**src/rtl/arb_requester.sv**
```systemverilog
// Requester-side agent for a 4-way req/gnt arbiter: queues per-master jobs,
// raises req, accepts one-hot grants in IDLE and runs a fixed-length burst.
module arb_requester #(
  parameter int unsigned N         = 4,
  parameter int unsigned BURST_LEN = 4,
  parameter int unsigned CNT_W     = 3
) (
  input  logic         clk,
  input  logic         rst,
  input  logic [N-1:0] new_req,
  input  logic [N-1:0] gnt,
  output logic [N-1:0] req,
  output logic [1:0]   active_id,
  output logic         beat_valid,
  output logic         beat_last,
  output logic         busy,
  output logic [N-1:0] overflow,
  output logic         gnt_err
);

  localparam int unsigned ID_W   = 2;
  localparam int unsigned BEAT_W = 4;
  localparam logic [CNT_W-1:0]  PEND_MAX  = '1;
  localparam logic [BEAT_W-1:0] BEAT_LAST = BEAT_W'(BURST_LEN - 1);

  typedef enum logic {IDLE, BURST} state_t;

  state_t            state_q, state_d;
  logic [BEAT_W-1:0] beat_q, beat_d;
  logic [ID_W-1:0]   id_d;
  logic              last_d;
  logic              busy_d;
  logic              gnt_err_d;
  logic              accept;
  logic              gnt_onehot;
  logic [ID_W-1:0]   gnt_id;
  logic [CNT_W-1:0]  pend_q [N];
  logic [CNT_W-1:0]  pend_d [N];
  logic [N-1:0]      overflow_d;

  // Request bits come from registered state only.
  always_comb begin
    req = '0;
    for (int i = 0; i < N; i++) begin
      req[i] = (pend_q[i] != '0) && !(busy && (active_id == ID_W'(i)));
    end
  end

  // Grant decode: one-hot check and index of the granted master.
  always_comb begin
    gnt_onehot = (gnt != '0) && ((gnt & (gnt - N'(1))) == '0);
    gnt_id     = '0;
    for (int i = 0; i < N; i++) begin
      if (gnt[i]) gnt_id = ID_W'(i);
    end
    accept = (state_q == IDLE) && gnt_onehot && ((gnt & req) != '0);
  end

  // Burst sequencing.
  always_comb begin
    state_d   = state_q;
    beat_d    = beat_q;
    id_d      = active_id;
    last_d    = 1'b0;
    busy_d    = 1'b0;
    gnt_err_d = 1'b0;
    case (state_q)
      IDLE: begin
        if (accept) begin
          state_d = BURST;
          beat_d  = '0;
          id_d    = gnt_id;
          busy_d  = 1'b1;
          last_d  = (BEAT_LAST == '0);
        end else if (gnt != '0) begin
          gnt_err_d = 1'b1;
        end
      end
      BURST: begin
        if (beat_last) begin
          state_d = IDLE;
        end else begin
          beat_d = beat_q + BEAT_W'(1);
          busy_d = 1'b1;
          last_d = ((beat_q + BEAT_W'(1)) == BEAT_LAST);
        end
      end
      default: state_d = IDLE;
    endcase
  end

  // Pending-job counters; an accept and a new job in the same cycle cancel.
  always_comb begin
    overflow_d = overflow;
    for (int i = 0; i < N; i++) begin
      pend_d[i] = pend_q[i];
      if (new_req[i] && !(accept && gnt_id == ID_W'(i))) begin
        if (pend_q[i] == PEND_MAX) overflow_d[i] = 1'b1;
        else                       pend_d[i] = pend_q[i] + CNT_W'(1);
      end else if (!new_req[i] && accept && gnt_id == ID_W'(i)) begin
        pend_d[i] = pend_q[i] - CNT_W'(1);
      end
    end
  end

  always_ff @(posedge clk or negedge rst) begin
    if (!rst) begin
      state_q    <= IDLE;
      beat_q     <= '0;
      active_id  <= '0;
      beat_valid <= 1'b0;
      beat_last  <= 1'b0;
      busy       <= 1'b0;
      gnt_err    <= 1'b0;
      overflow   <= '0;
      for (int i = 0; i < N; i++) pend_q[i] <= '0;
    end else begin
      state_q    <= state_d;
      beat_q     <= beat_d;
      active_id  <= id_d;
      beat_valid <= busy_d;
      beat_last  <= last_d;
      busy       <= busy_d;
      gnt_err    <= gnt_err_d;
      overflow   <= overflow_d;
      for (int i = 0; i < N; i++) pend_q[i] <= pend_d[i];
    end
  end

endmodule

```
**config.mk**
```make
export PLATFORM = sky130hd
export DESIGN_NAME = arb_requester
export DESIGN_NICKNAME = d
export VERILOG_FILES = /design/src/rtl/arb_requester.sv
export SDC_FILE = /design/constraint.sdc
export NUM_CORES = 1
export LEC_CHECK = 0
export BUFFER_PORTS_ARGS = -buffer_cell sky130_fd_sc_hd__buf_4
export CORE_ASPECT_RATIO = 1.25
export CORE_UTILIZATION = 44
export DETAILED_ROUTE_END_ITERATION = 8
export GPL_TIMING_DRIVEN = 0
export PLACE_DENSITY_LB_ADDON = 0.3
export SKIP_CTS_REPAIR_TIMING = 1
export SYNTH_ARGS = -nofsm -noshare
export SYNTH_HDL_FRONTEND = slang
export SYNTH_SLANG_ARGS = --single-unit
export TNS_END_PERCENT = 10
```
**constraint.sdc**
```tcl
create_clock -name clk -period 3.35 [get_ports clk]
set_input_delay 0.335 -clock clk [delete_from_list [all_inputs] [get_ports clk]]
set_output_delay 0.335 -clock clk [all_outputs]
set_load 0.1 [all_outputs]
```
After elaboration in Yosys (flattened, before gate mapping)
Index checks and enable logic that the tools add are counted.

Register bits after elaboration: 25. Input port bits: 10. Output and inout bits: 14. Word-level logic and storage cells: 131.

$add $sub $neg: 10. Eq/ne operators: 17. Mux-type cells: 26. Bitwise gates (word level): 3. Reduce and logical (&&, ||, !) cells: 62.

Operators with widths (number): 3-bit two-way mux (12); 1-bit logical AND (27); 2-bit AND reduction (10); 3-bit by 1-bit adder with 3-bit output (second input constant) (4); 3-bit == test (second input constant) (4); 1-bit logical NOT (12); 2-bit != test (second input constant) (6); 3-bit nonzero test (4); 3-bit by 1-bit subtractor with 3-bit output (second input constant) (4); 4-bit bitwise AND (2); 2-bit == test (second input constant) (4); 4-bit two-way mux (2); 4-bit one-hot mux with 2 select lines (1); 2-bit nonzero test (4); 4-bit nonzero test (2); 1-bit two-way mux (7); 4-bit by 1-bit adder with 4-bit output (second input constant) (1); 2-bit by 1-bit == test with 1-bit output (second input constant) (2); 4-bit by 2-bit == test with 1-bit output (second input constant) (1); 2-bit logical NOT (2); 4-bit logical NOT (1); 2-bit two-way mux (2); 1-bit one-hot mux with 2 select lines (2); 4-bit by 1-bit subtractor with 4-bit output (second input constant) (1); 1-bit inverter (1).

Longest topological paths before layout
Depth after elaboration: 12. Gate-level depth with buffers: 12. Depth with buffers taken out: 10.

Least setup slack after synthesis
OpenSTA, ideal clock, no wires.

Kind: reg-to-reg. Start point: register state_q. End point: register pend_q[2] (netlist bit). Library setup time: 0.069 ns. Arrival time: 3.374 ns. Data required time: 3.281 ns. Path slack: -0.093 ns. Cell stages (with the launch flop): 11. Path buffers: 1. Period minus slack after synthesis: 3.443 ns. Cell sequence: dfrtp_1 -> or3b_1 -> o311a_1 -> or4_1 -> buf_6 -> nand4b_4 -> nand2_1 -> fa_1 -> or3_1 -> a21oi_1 -> nand3b_1.

Longest elaborated chain between the ends: 11. Elaborated cells on any way between the ends: 26. Those cells by class: eq/ne (1); mux (1); bitwise (2); reduce/logical (22).

Ends and longest elaborated chain: start: declaration (RTL line 28) `state_t state_q, state_d;`; start signal: assignment (RTL line 118) `state_q <= state_d;`; 1-bit logical AND; 1-bit logical NOT; 1-bit logical AND; 4-bit bitwise AND; 4-bit nonzero test; 1-bit logical AND * (RTL line 56) `accept = (state_q == IDLE) && gnt_onehot && ((gnt & req) != '0);`; 1-bit logical AND (RTL line 97) `if (new_req[i] && !(accept && gnt_id == ID_W'(i))) begin`; 1-bit logical NOT (RTL line 97); 1-bit logical AND (RTL line 97); 2-bit != test (no source line) or 2-bit nonzero test (tied branches); 2-bit AND reduction (no source line); end: declaration (RTL line 37) `logic [CNT_W-1:0] pend_q [N];`.

Mark *: on every way between the ends. The rest lies on a longest branch, timed or not. A chain may end at the register's enable or synchronous reset.

==> metrics.md <==
| Metric | Value |
|---|---|
| CTS sink count | 25 |
| H-tree Lvls | 1 |
| Setup TNS Final | 0 ns |
| YS warnings | 0 |
| Fraction of layout instances using a drive strength above 1 | between 15 and 20% |
| Min Tclk post-route | between 3 and 4 ns |
| Clock skew | between 0.007 and 0.008 ns |
| Core ar. | about 3600 sq um |
| Failing checks | DRC |
| FMAX | roughly 320 MHz |
| Relative slew slack | ~57% |
| Top-area cell type share of the netlist area | 36.6% |
| Synthesized instance count | 188 |
| TritonCTS Buffers | 3 |
| Root buf cell | clkbuf_8 |
| Post-synth ARST share | 100% |
| LEAKAGE | 0.832 nW |
| Place WS | ~0.31 ns |
| Via count | about 1400 |
| CP Cell Sequence | or3b_1 > o311a_1 > o41ai_2 > and2_1 > inv_1 > fa_1 > nor2b_1 > a211oi_1 > a21oi_1 |
| Mapped Nets | between 200 and 250 |
| CTS tree | yes |
| Fin. Hold Viols | 0 |
| Global-route wire length before repair | 5670 microns |
| Die W | between 50 and 60 microns |
| CP max stage delay | between 0.6 and 0.7 ns |
| Finish-stage setup viols | 0 |
| Worst setup EP type | flip-flop |
| Clk pin slew, worst setup/hold paths | ~0.090 ns |
| CP delay by family, top | compound AO/OA/AOI/OAI gates |
| Die H | around 72 microns |
| Fillers | approximately 340 |
| Total GRT Usage | between 10% and 20% |
| Routed len/inst | 13.1 microns |
| FF/Latch Area | 627 sq um |
| Initial Util | 47.5% |
| Top cell type by total area after synthesis | dfrtp_1 |
| Critical path buffer and inverter count | 1 |
| CP Class | flip-flop to flip-flop |
| Final Cycle Share | 92.3% |
| Run status | complete, but fails checks |
| Worst Max-Slew Pin Slew | around 0.64 ns |
| Final std cells w/o fill | 253 |
| Total wire length | around 3300 microns |
| Netlist Area Pre-Place | roughly 1700 sq um |
| I/O pin cnt | 24 |
| DP Cell Count | approximately 250 |
| Pwr Density | roughly 1100 nW/um^2 |
| Total die area | around 4100 sq um |
| Tot Pwr | ~2.1 mW |
| Crit-path slowest cell | o41ai_2 |
| RSZ-0062 raised after global routing | false |
| Data arrival, critical path | 3.21 ns |
| # diodes | 0 |
| Standard-cell rows | 24 |
| Worst skew pair latency | 0.27 ns |
| Mean Syn Cell Area | just over 9 sq um |
| Post-synth EDFFs | 0 |
| Post-route antenna net violation count | 0 |
| Footprint of the multi-input gates | 1010 sq um |
| CTS Buffer Depth | 2 |
| Max-Cap Viols | 0 |
| Most used DFF post-synth | dfrtp_1 |
| HPWL Detailed | around 2400 microns |
| 1st-pass router iterations | 6 |
| Pins Over Slew Limit | 0 |
| Final worst slack | 0.259 ns |
| Yosys cell types | between 50 and 60 |
| Placer Congestion | 0.812 |
| Worst-path fanout max | 7 |
| Worst hold path class | primary input to flip-flop |
| Count leader, synth | dfrtp_1 |
| Top cells by area, synth | dfrtp_1 (37%), nand2_1 (5.3%), fa_1 (4.7%), nand3_1 (3.2%), a21oi_1 (2.9%) |
| Pin count of the biggest net entering global routing | 26 |
| Most frequent cells after synthesis | dfrtp_1 (25), nand2_1 (24), nand3_1 (11), nor2_1 (11) |
| Buffers on Ports | 21 |
| Max VDD drop | 925 uV |
| Yosys reg bits | 25 |
| GR Overflow Total | 0 |
| DRC Markers | 5 |
| 1st-iter DRT viols | 51 |
| Fin nets | 231 |
| Vias/cell | between 5 and 6 |
| Initial antenna violation count | 0 |
| Vias in the first global route | ~1300 |
| Sequential cell area fraction in the yosys report | between 30% and 40% |
| Layout area overhead | 15.4% |
| Crit start category | flip-flop |
| CP Data Required Time | approximately 3.5 ns |
==> power by group <==
group,leakage (nW),internal [mW],switching (mW)
Clock,0.0255,0.0834,0.0979
Sequential,0.280,0.431,0.169
Combinational,0.526,0.431,0.901
Total,0.832,0.945,1.17
==> logic make-up after synthesis <==
logic type	Yosys count	synth area share (%)
AND/OR/NAND/NOR	83	28.4
AO/OA/AOI/OAI	51	21.2
flip-flops	25	36.6
buffers and inverters	17	4.46
adder cells (fa/ha/maj)	6	6.14
XOR/XNOR	5	2.56
multiplexers	1	0.658
==> metrics by stage <==
step           util, %  hold WS, ns  instance area, sq um
2_1_floorplan        -       0.0394                  1710
3_3_place_gp      53.2        0.263                  1920
3_5_place_dp      53.2        0.262                  1920
4_1_cts           54.5      -0.0437                  1960
5_1_grt           54.8        0.438                  1970
6_report          54.8        0.412                  1970
==> worst reg2reg max path, cell delays in order, from the launching register on <==
cell and delay (ns):
dfrtp_1 0.46, or3b_1 0.42, o311a_1 0.17, o41ai_2 0.66, and2_1 0.30, inv_1 0.08
fa_1 0.45, nor2b_1 0.14, a211oi_1 0.19, a21oi_1 0.07
==> state kept, by name, indices dropped and copies added (netlist names) <==
register,count
beat_q,4
gnt_err,1
overflow,4
active_id,2
state_q,1
beat_last,1
pend_q,12
==> worst paths after layout <==
path	depth (start not counted)	from	slack, ns	end
setup / recovery	9	active_id[1]	0.26	pend_q[4]
hold / removal	5	new_req[0]	0.41	pend_q[11]
setup reg to reg	9	active_id[1]	0.26	pend_q[4]
min in group asynchronous	2	rst	0.49	pend_q[11]
max in group asynchronous	2	rst	2.59	state_q
hold reg to reg	1	overflow[3]	0.48	overflow[3]
==> area by class of cell <==
| cell class | instances | area share [%] |
|---|---|---|
| plain buffers | 14 | 3.30 |
| clock buffers | 3 | 2.09 |
| clock inverters | 1 | 0.253 |
| inverters | 3 | 0.570 |
| multi-input cells | 146 | 51.1 |
| flip-flops and latches | 25 | 31.7 |
| well taps | 39 | 2.47 |
| repair buffers | 22 | 8.49 |
==> per-layer routing <==
layer | vias to the layer above | track usage, % | share of wire [%]
li1 | 753 | - | -
met1 | 671 | 24.4 | 50
met2 | 20 | 27.3 | 45
met3 | 5 | 2.53 | 3.0
met4 | 0 | 7.41 | 1.9
met5 | - | 0 | 0
==> placed cells by master, fill, tap and decap left out, types with 2 or more instances in the layout <==
cell / Yosys / layout
nand3_1: 11 / 11
nand3b_1: 2 / 2
a21oi_1: 10 / 10
nor2_1: 11 / 11
nand2_1: 24 / 24
o31a_1: 3 / 3
and3_1: 2 / 2
xor2_1: 4 / 4
nand4b_1: 2 / 2
ha_1: 2 / 2
o21ai_0: 9 / 9
o311a_1: 2 / 2
nor2b_1: 4 / 4
o21bai_1: 3 / 3
and4_1: 3 / 3
buf_4: 1 / 22
a211oi_1: 5 / 5
dfrtp_1: 25 / 24
or3_1: 2 / 2
fa_1: 4 / 4
o21a_1: 3 / 3
inv_1: 3 / 3
clkbuf_8: 0 / 3
or4b_2: 2 / 2
nor4_1: 3 / 3
clkbuf_1: 10 / 10
o211a_1: 2 / 2
a22oi_1: 4 / 4
nor3b_1: 2 / 2
nor3_1: 4 / 4
No activity file was read; power rests on OpenSTA's default activity.
